File: config.mk
export PLATFORM = sky130hd
export DESIGN_NAME = seq_binary_multiplier
export DESIGN_NICKNAME = d
export VERILOG_FILES = /design/src/rtl/multiplier_pkg.sv /design/src/rtl/mult_datapath.sv /design/src/rtl/seq_binary_multiplier.sv
export SDC_FILE = /design/constraint.sdc
export NUM_CORES = 1
export LEC_CHECK = 0
export CAP_MARGIN = 5
export CORE_MARGIN = 2
export CORE_UTILIZATION = 36
export CTS_BUF_LIST = sky130_fd_sc_hd__clkbuf_16
export CTS_CLUSTER_SIZE = 28
export DETAILED_ROUTE_END_ITERATION = 10
export GPL_TIMING_DRIVEN = 0
export MAX_ROUTING_LAYER = met4
export PLACE_DENSITY = 0.66
export RECOVER_POWER = 100
export SLEW_MARGIN = 20
export SYNTH_ARGS = -nofsm -noshare
export SYNTH_HDL_FRONTEND = slang
export SYNTH_SLANG_ARGS = --single-unit
File: constraint.sdc
create_clock -name clock -period 6.15 [get_ports clock]
set_clock_uncertainty 0.2 [all_clocks]
set_input_delay 1.23 -clock clock [delete_from_list [all_inputs] [get_ports clock]]
set_output_delay 1.23 -clock clock [all_outputs]
set_load 0.01 [all_outputs]
File: src/rtl/multiplier_pkg.sv
// Shared definitions for the sequential shift-add multiplier: controller states
// and the sizing rule for the iteration counter.
package multiplier_pkg;

   typedef enum logic [1:0] {
      S_idle  = 2'd0,
      S_add   = 2'd1,
      S_shift = 2'd2
   } state_t;

   // Counter must hold the value dp_width itself, hence the +1.
   function automatic int p_width(input int w);
      return $clog2(w + 1);
   endfunction

endpackage

File: src/rtl/mult_datapath.sv
// A/B/Q/C register file with iteration counter P; performs load, conditional
// add, and the combined right shift under control of the FSM.
module mult_datapath
   import multiplier_pkg::*;
#(
   parameter int dp_width = 5
) (
   input  logic                clock,
   input  logic                reset,
   input  logic                load_regs,
   input  logic                decr_P,
   input  logic                add_regs,
   input  logic                shift_regs,
   input  logic [dp_width-1:0] multiplicand,
   input  logic [dp_width-1:0] multiplier,
   output logic [dp_width-1:0] A,
   output logic [dp_width-1:0] B,
   output logic [dp_width-1:0] Q,
   output logic                C,
   output logic                Q0,
   output logic                Zero
);

   localparam int pw = p_width(dp_width);

   logic [pw-1:0]     P;
   logic [dp_width:0] sum;

   assign sum  = {1'b0, A} + {1'b0, B};
   assign Q0   = Q[0];
   assign Zero = (P == '0);

   // The carry of A+B lands in C, and the shift moves it into the top of A.
   always_ff @(posedge clock) begin
      if (reset) begin
         A <= '0;
         B <= '0;
         Q <= '0;
         C <= 1'b0;
         P <= '0;
      end else if (load_regs) begin
         A <= '0;
         B <= multiplicand;
         Q <= multiplier;
         C <= 1'b0;
         P <= pw'(dp_width);
      end else begin
         if (decr_P) begin
            P <= P - pw'(1);
         end
         if (add_regs) begin
            {C, A} <= sum;
         end
         if (shift_regs) begin
            {C, A, Q} <= {1'b0, C, A, Q[dp_width-1:1]};
         end
      end
   end

endmodule

File: src/rtl/seq_binary_multiplier.sv
// Controller for the shift-add multiplier: sequences add/shift pairs over the
// datapath and reports ready/done to the surrounding logic.
module seq_binary_multiplier
   import multiplier_pkg::*;
#(
   parameter int dp_width = 5
) (
   input  logic                  clock,
   input  logic                  reset,
   input  logic                  start,
   input  logic [dp_width-1:0]   multiplicand,
   input  logic [dp_width-1:0]   multiplier,
   output logic                  ready,
   output logic                  done,
   output logic [2*dp_width-1:0] product,
   output logic [dp_width-1:0]   A,
   output logic [dp_width-1:0]   B,
   output logic [dp_width-1:0]   Q,
   output logic                  C
);

   state_t state;
   state_t next_state;
   logic   load_regs;
   logic   decr_P;
   logic   add_regs;
   logic   shift_regs;
   logic   Q0;
   logic   Zero;
   logic   done_next;

   mult_datapath #(.dp_width(dp_width)) u_datapath (
      .clock        (clock),
      .reset        (reset),
      .load_regs    (load_regs),
      .decr_P       (decr_P),
      .add_regs     (add_regs),
      .shift_regs   (shift_regs),
      .multiplicand (multiplicand),
      .multiplier   (multiplier),
      .A            (A),
      .B            (B),
      .Q            (Q),
      .C            (C),
      .Q0           (Q0),
      .Zero         (Zero)
   );

   assign product = {A, Q};
   assign ready   = (state == S_idle);

   // done is registered so it marks the first idle cycle after the last shift.
   always_ff @(posedge clock) begin
      if (reset) begin
         state <= S_idle;
         done  <= 1'b0;
      end else begin
         state <= next_state;
         done  <= done_next;
      end
   end

   always_comb begin
      next_state = state;
      load_regs  = 1'b0;
      decr_P     = 1'b0;
      add_regs   = 1'b0;
      shift_regs = 1'b0;
      done_next  = 1'b0;
      unique case (state)
         S_idle: begin
            if (start) begin
               load_regs  = 1'b1;
               next_state = S_add;
            end
         end
         S_add: begin
            decr_P     = 1'b1;
            add_regs   = Q0;
            next_state = S_shift;
         end
         S_shift: begin
            shift_regs = 1'b1;
            if (Zero) begin
               next_state = S_idle;
               done_next  = 1'b1;
            end else begin
               next_state = S_add;
            end
         end
         default: begin
            next_state = S_idle;
         end
      endcase
   end

endmodule
==> results of run 1 <==
[worst max-delay path by stage]
stage,end,slack (ns),from
3_5_place_dp,u_datapath.Q[2],3.28,start
2_1_floorplan,u_datapath.P[1],3.89,reset
5_1_grt,u_datapath.Q[2],3.11,start
3_3_place_gp,u_datapath.Q[0],3.30,start
6_report,Q[0],3.23,u_datapath.Q[0]
4_1_cts,ready,3.28,state[1]
[worst min-delay path, cell delays in order, from the launching register on]
cell     delay, ns
dfxtp_1       0.32
nand2_1       0.06
a21oi_1       0.06
[final cells by class]
class,count,share of cell area (%)
well taps,44,3.17
clock inverters,1,1.73
clock buffers,3,4.32
flip-flops and latches,22,25.3
plain buffers,18,6.84
inverters,8,1.73
multi-input cells,96,34.4
repair buffers,39,22.5
[registers in the layout, summed over array words and instances, names as in the netlist]
signal	cells
u_datapath.A	5
state	2
u_datapath.Q	5
u_datapath.B	5
u_datapath.P	3
u_datapath.C	1
done	1
[synth_stat cells]
library cell | instances | area [µm²]
dfxtp_1 | 22 | 440
nand2_1 | 19 | 71.3
a21oi_1 | 14 | 70.1
buf_4 | 11 | 82.6
nor2_1 | 11 | 41.3
inv_1 | 8 | 30.0
ha_1 | 7 | 87.6
a22oi_1 | 5 | 37.5
nand3_1 | 5 | 25.0
a211oi_1 | 4 | 30.0
o21ai_0 | 4 | 20.0
buf_2 | 3 | 15.0
nor2b_1 | 3 | 18.8
nor3_1 | 3 | 15.0
a31oi_1 | 2 | 12.5
and2b_1 | 2 | 15.0
clkbuf_1 | 2 | 7.51
nand2b_1 | 2 | 12.5
nor3b_1 | 2 | 15.0
o221ai_1 | 2 | 17.5
a221oi_1 | 1 | 8.76
a311oi_1 | 1 | 8.76
and2_1 | 1 | 6.26
buf_6 | 1 | 11.3
clkbuf_2 | 1 | 5.00
fa_1 | 1 | 20.0
nand3b_4 | 1 | 20.0
nand4_1 | 1 | 6.26
o211ai_1 | 1 | 7.51
or2_2 | 1 | 6.26
or3b_2 | 1 | 8.76
or4_1 | 1 | 7.51
xor2_1 | 1 | 8.76
[metal layers]
layer | vias to the layer above | share of wire [%] | global-route usage, %
met2 | 44 | 49 | 28.3
met3 | 2 | 6.6 | 3.36
met5 | - | 0 | -
met1 | 519 | 45 | 21.6
li1 | 569 | - | -
met4 | 0 | 0.20 | 4.56
[power by group through the flow]
| stage | registers [mW] | logic, mW | clock network (mW) |
|---|---|---|---|
| finish | 0.159 | 0.0709 | 0.183 |
| global route | 0.160 | 0.0780 | 0.192 |
| CTS | 0.159 | 0.0756 | 0.185 |
| detailed placement | 0.162 | 0.0751 | 0 |
| global placement | 0.161 | 0.0732 | 0 |
| floorplan | 0.162 | 0.0394 | 0 |
[cell families (layout without fill, tap and decap cells)]
family	count (synthesis)	in the layout	share of synthesized area, %
flip-flops	22	22	37.0
buffers and inverters	26	69	12.7
XOR/XNOR	1	1	0.736
adder cells (fa/ha/maj)	8	8	9.04
AND/OR/NAND/NOR	53	53	22.6
AO/OA/AOI/OAI	34	34	17.9
[stage by stage]
step | cell area (µm²) | util [%] | std cells | hold WS [ns]
2_1_floorplan | 1190 | - | 144 | 0.237
3_3_place_gp | 1640 | 52.7 | 227 | 0.253
3_5_place_dp | 1640 | 52.7 | 227 | 0.268
4_1_cts | 1740 | 56.1 | 231 | 0.278
5_1_grt | 1740 | 56.0 | 231 | 0.309
6_report | 1740 | 56.0 | 231 | 0.279
==> results by group, run 1 <==
Logic synthesis
  – Syn. warnings: 0
  – Syn_nets: about 170
  – Syn_area_per_cell: 8.26 µm²
  – Unique masters post-synth: 33
  – Register area share after synthesis: a little under two fifths
  – Mapped cell area: ~1200 µm²
  – Cell count after synthesis: roughly 140
  – Synth Register Bits: 22

Route
  – First-pass DRT Iterations: 4
  – Drt via density: roughly 4.9
  – Residual DRC count: 0
  – Initial DRC Count: 45
  – Routed WL: 2950 µm
  – Vias: 1134
  – Average wire per standard cell: between 10 and 15 µm
  – Post-DRT Antenna Nets: 0

Cells and area
  – Most frequent cells in the layout: dlygate4sd3_1 (29), dfxtp_1 (22), nand2_1 (19), a21oi_1 (14)
  – Fillers: between 300 and 400
  – Layout cells sized above 1: around 11%
  – Most common cell after layout, fill and taps aside: dlygate4sd3_1
  – Area of the multi-input gates: approximately 600 µm²
  – Fin nets: approximately 210
  – Antenna cells: 0
  – Register area: between 400 and 500 µm²
  – Syn-to-layout area delta: 46.1%

Global route
  – Antenna violations before repair: 0
  – Global Route Usage Sum: 17.2%
  – Grt ovf: 0
  – Vias in the first global route: 1040
  – First-pass GRT wire length: between 4000 and 5000 µm
  – Largest net degree at the start of global routing: 14

Pwr
  – Leakage power: around 0.77 nW
  – Maximum VDD drop: approximately 0.092 mV
  – Total Power: around 0.4 mW
  – Sequential share of power: between 30 and 40%
  – Comb pwr share: about 17%
  – Clock network power share: roughly 44%
  – P_sw: between 0.09 and 0.1 mW
  – Power Dens Cells: about 240 nW/µm²
  – Int Pwr: 0.317 mW
  – Switching part of the total: between 20% and 30%

Floorplan
  – Core ar.: approximately 3100 µm²
  – Die width: around 60 µm
  – Initial Utilization: between 30% and 40%
  – IO Count: about 40
  – Num rows: 20
  – Die height: a little over 60 µm
  – Die area: 3780 µm²

STA
  – Slew HR: 71.2%
  – Max-slew violation count: 0
  – Setup TNS: 0 ns
  – Fin crit period: 2.92 ns
  – Setup WS post-layout: about 3.2 ns
  – Final period util: 47.5%
  – Final Hold Viols: 0
  – RSZ-0062 raised after global routing: no
  – Actual slew at the worst max-slew pin: about 0.43 ns
  – Final setup violation count: 0
  – F_max: approximately 0.34 GHz

Job
  – # Max-Cap Violations: 0

CTS
  – Worst-Skew Late Latency: 0.26 ns
  – Setup Buffers After CTS: 0
  – CTS resizes: 0
  – Inserted Clock Buffers: 3
  – Clock sink total: 22
  – Reg clk slew, reported paths: 0.06 ns
  – Cell at the root of the clock tree: clkbuf_16
  – Hold_buf cts: 0
  – CTS tree: built
  – CTS max path bufs: 2
  – H-tree levels: 1

Min path
  – Hold path startpoint: u_datapath.B[0]
  – Worst hold stages: 2
  – Hold path endpoint: u_datapath.B[0]
  – Hold Path Class: reg2reg

Worst setup path
  – Worst r2r path cells: 7
  – Top delay family on crit path: buffers and inverters
  – R2R Setup Slk: around 4 ns
  – Crit path cell chain: buf_4 -> dlygate4sd3_1
  – Crit path launch type: register
  – Critical Path AT: ~1.5 ns
  – R2R Path Start: u_datapath.A[0]
  – CP max stage delay: about 0.6 ns
  – Setup CP Type: reg2out
  – WP depth: 2
  – CP required: roughly 4.7 ns
  – Reg-to-reg endpoint: u_datapath.A[4]
  – WP buf/inv: 2
  – Critical-path maximum fanout: 6
  – CP max stage cell: dlygate4sd3_1
  – Critical Path End Type: primary output

Outcome
  – Outcome: complete, no violations

Place
  – Dpl ws: about 3.3 ns
  – Final RePlAce weighted congestion: between 0.8 and 0.9
  – Final HPWL DP: around 2200 µm
  – IO buf count: 39
No activity file was read; power rests on OpenSTA's default activity.
==> run 2, diff against run 1 <==
==> constraint.sdc (replaced) <==
create_clock -name clock -period 2.9 [get_ports clock]
set_clock_uncertainty 0.2 [all_clocks]
set_input_delay 0.58 -clock clock [delete_from_list [all_inputs] [get_ports clock]]
set_output_delay 0.58 -clock clock [all_outputs]
set_load 0.01 [all_outputs]
==> run 2 against run 1 <==
Clock power grew 110%. Worst setup slack got worse by 2.7 ns. Sequential power increased by 110%. Via count barely moved. Clock-buffer cell count unchanged. Final cell count unchanged. Flip-flop and latch count is the same. Critical path depth rose by 1. Utilization about the same. First-iteration DRC count decreased by 4.4%. Critical endpoint is now ready. Largest cell class unchanged.
==> results by group, run 2 (synthesized netlist as in run 1, its figures left out) <==
Route
  – Post-DRT Antenna Nets: 0
  – Initial DRC Count: 43
  – Residual DRC count: 0
  – Drt via density: 4.90
  – Routed WL: around 3000 µm
  – First-pass DRT Iterations: 4
  – Vias: roughly 1100
  – Average wire per standard cell: 12.8 µm

STA
  – Fin crit period: 2.41 ns
  – F_max: roughly 0.42 GHz
  – Setup WS post-layout: between 0.4 and 0.5 ns
  – Slew HR: between 60% and 70%
  – Actual slew at the worst max-slew pin: approximately 0.48 ns
  – Final Hold Slack: ~0.28 ns
  – RSZ-0062 raised after global routing: no
  – Setup TNS: 0 ns
  – Final period util: 83.0%
  – Max-slew violation count: 0
  – Final Hold Viols: 0
  – Final setup violation count: 0

Worst setup path
  – CP max stage cell: dlygate4sd3_1
  – Top delay family on crit path: buffers and inverters
  – Crit path cell chain: clkbuf_1 -> nor2_1 -> dlygate4sd3_1
  – CP required: roughly 2.1 ns
  – Crit. Startpoint: state[1]
  – R2R Path Start: u_datapath.A[0]
  – R2R Setup Slk: between 0.7 and 0.8 ns
  – Reg-to-reg endpoint: u_datapath.A[4]
  – CP max stage delay: approximately 0.63 ns
  – Crit path to: ready
  – WP buf/inv: 2
  – Critical-path maximum fanout: 10
  – WP depth: 3
  – Setup CP Type: reg2out
  – Critical Path End Type: primary output
  – Crit path launch type: register
  – Critical Path AT: about 1.6 ns
  – Worst r2r path cells: 7

Cells and area
  – Register area: 440 µm²
  – Area of the multi-input gates: 598 µm²
  – Fillers: around 310
  – Most common cell after layout, fill and taps aside: dlygate4sd3_1
  – Antenna cells: 0
  – Layout cells sized above 1: a little over a tenth
  – Syn-to-layout area delta: 46.0%
  – Fin nets: 209
  – Final Non-Filler Cells: 231
  – Largest registers: u_datapath.A (5), u_datapath.B (5), u_datapath.Q (5)
  – Most frequent cells in the layout: dlygate4sd3_1 (29), dfxtp_1 (22), nand2_1 (19), a21oi_1 (14)

Outcome
  – Outcome: complete, no violations

CTS
  – CTS tree: built
  – Reg clk slew, reported paths: about 0.06 ns
  – Cell at the root of the clock tree: clkbuf_16
  – CTS max path bufs: 2
  – Clock sink total: 22
  – Inserted Clock Buffers: 3
  – H-tree levels: 1
  – CTS resizes: 0
  – Hold_buf cts: 0
  – Worst-Skew Late Latency: 0.26 ns
  – Setup Buffers After CTS: 0

Pwr
  – Total Power: 0.876 mW
  – Maximum VDD drop: ~0.2 mV
  – Power Dens Cells: roughly 500 nW/µm²
  – Leakage power: 0.763 nW

Place
  – Dpl cells: 227
  – Dpl ws: between 0.6 and 0.7 ns
  – Final HPWL DP: 2180 µm
  – Final RePlAce weighted congestion: 0.802
  – IO buf count: 39

Job
  – # Max-Cap Violations: 0

Global route
  – Grt ovf: 0
  – Largest net degree at the start of global routing: 14
  – Vias in the first global route: ~1000
  – Global Route Usage Sum: 17.2%
  – First-pass GRT wire length: ~4800 µm
  – Antenna violations before repair: 0

Floorplan
  – Die area: between 3000 and 4000 µm²
  – Die height: about 61 µm
  – Die width: between 60 and 70 µm
  – Initial Utilization: between 30% and 40%
  – Core ar.: ~3100 µm²
  – Num rows: 20
  – IO Count: 41

Min path
  – Hold Path Class: reg2reg
  – Worst hold stages: 2
-- run 2: worst min-delay path by stage --
stage          slack [ns]            start         endpoint
3_5_place_dp         0.27  u_datapath.P[0]  u_datapath.P[0]
2_1_floorplan        0.24  u_datapath.P[0]  u_datapath.P[0]
4_1_cts              0.28  u_datapath.P[0]  u_datapath.P[0]
6_report             0.28  u_datapath.B[0]  u_datapath.B[0]
5_1_grt              0.31  u_datapath.B[0]  u_datapath.B[0]
3_3_place_gp         0.25  u_datapath.P[0]  u_datapath.P[0]
-- run 2: stage by stage --
step / area (µm²) / utilization [%]
3_5_place_dp: 1640 / 52.7
2_1_floorplan: 1190 / -
5_1_grt: 1740 / 56.0
3_3_place_gp: 1640 / 52.7
4_1_cts: 1740 / 56.1
6_report: 1740 / 56.0
-- run 2: worst register-to-register path: cells and delay by family, from the launching register on --
kind	cells	cell delay, ns
buf+inv	1	0.06
compound gates	1	0.16
flops	1	0.40
fa+ha+maj	2	0.59
simple gates	3	0.68
-- run 2: area by class of cell --
type	instances	share of cell area [%]
buffer	18	6.77
multi-input combinational	96	34.4
tap	44	3.17
clock buffer	3	4.32
sequential	22	25.4
timing repair buffer	39	22.5
clock inverter	1	1.73
inverter	8	1.73
-- run 2: report_power, final --
part / leakage (nW) / internal, mW / switching, mW
registers: 0.180 / 0.320 / 0.0163
logic: 0.532 / 0.0789 / 0.0714
clock network: 0.0511 / 0.274 / 0.115
-- run 2: layer usage --
layer | up-vias | share of wire (%) | track usage (%)
met5 | - | 0 | -
met4 | 0 | 0.20 | 4.56
met3 | 2 | 6.6 | 3.36
met2 | 44 | 49 | 28.3
met1 | 517 | 45 | 21.6
li1 | 570 | - | -
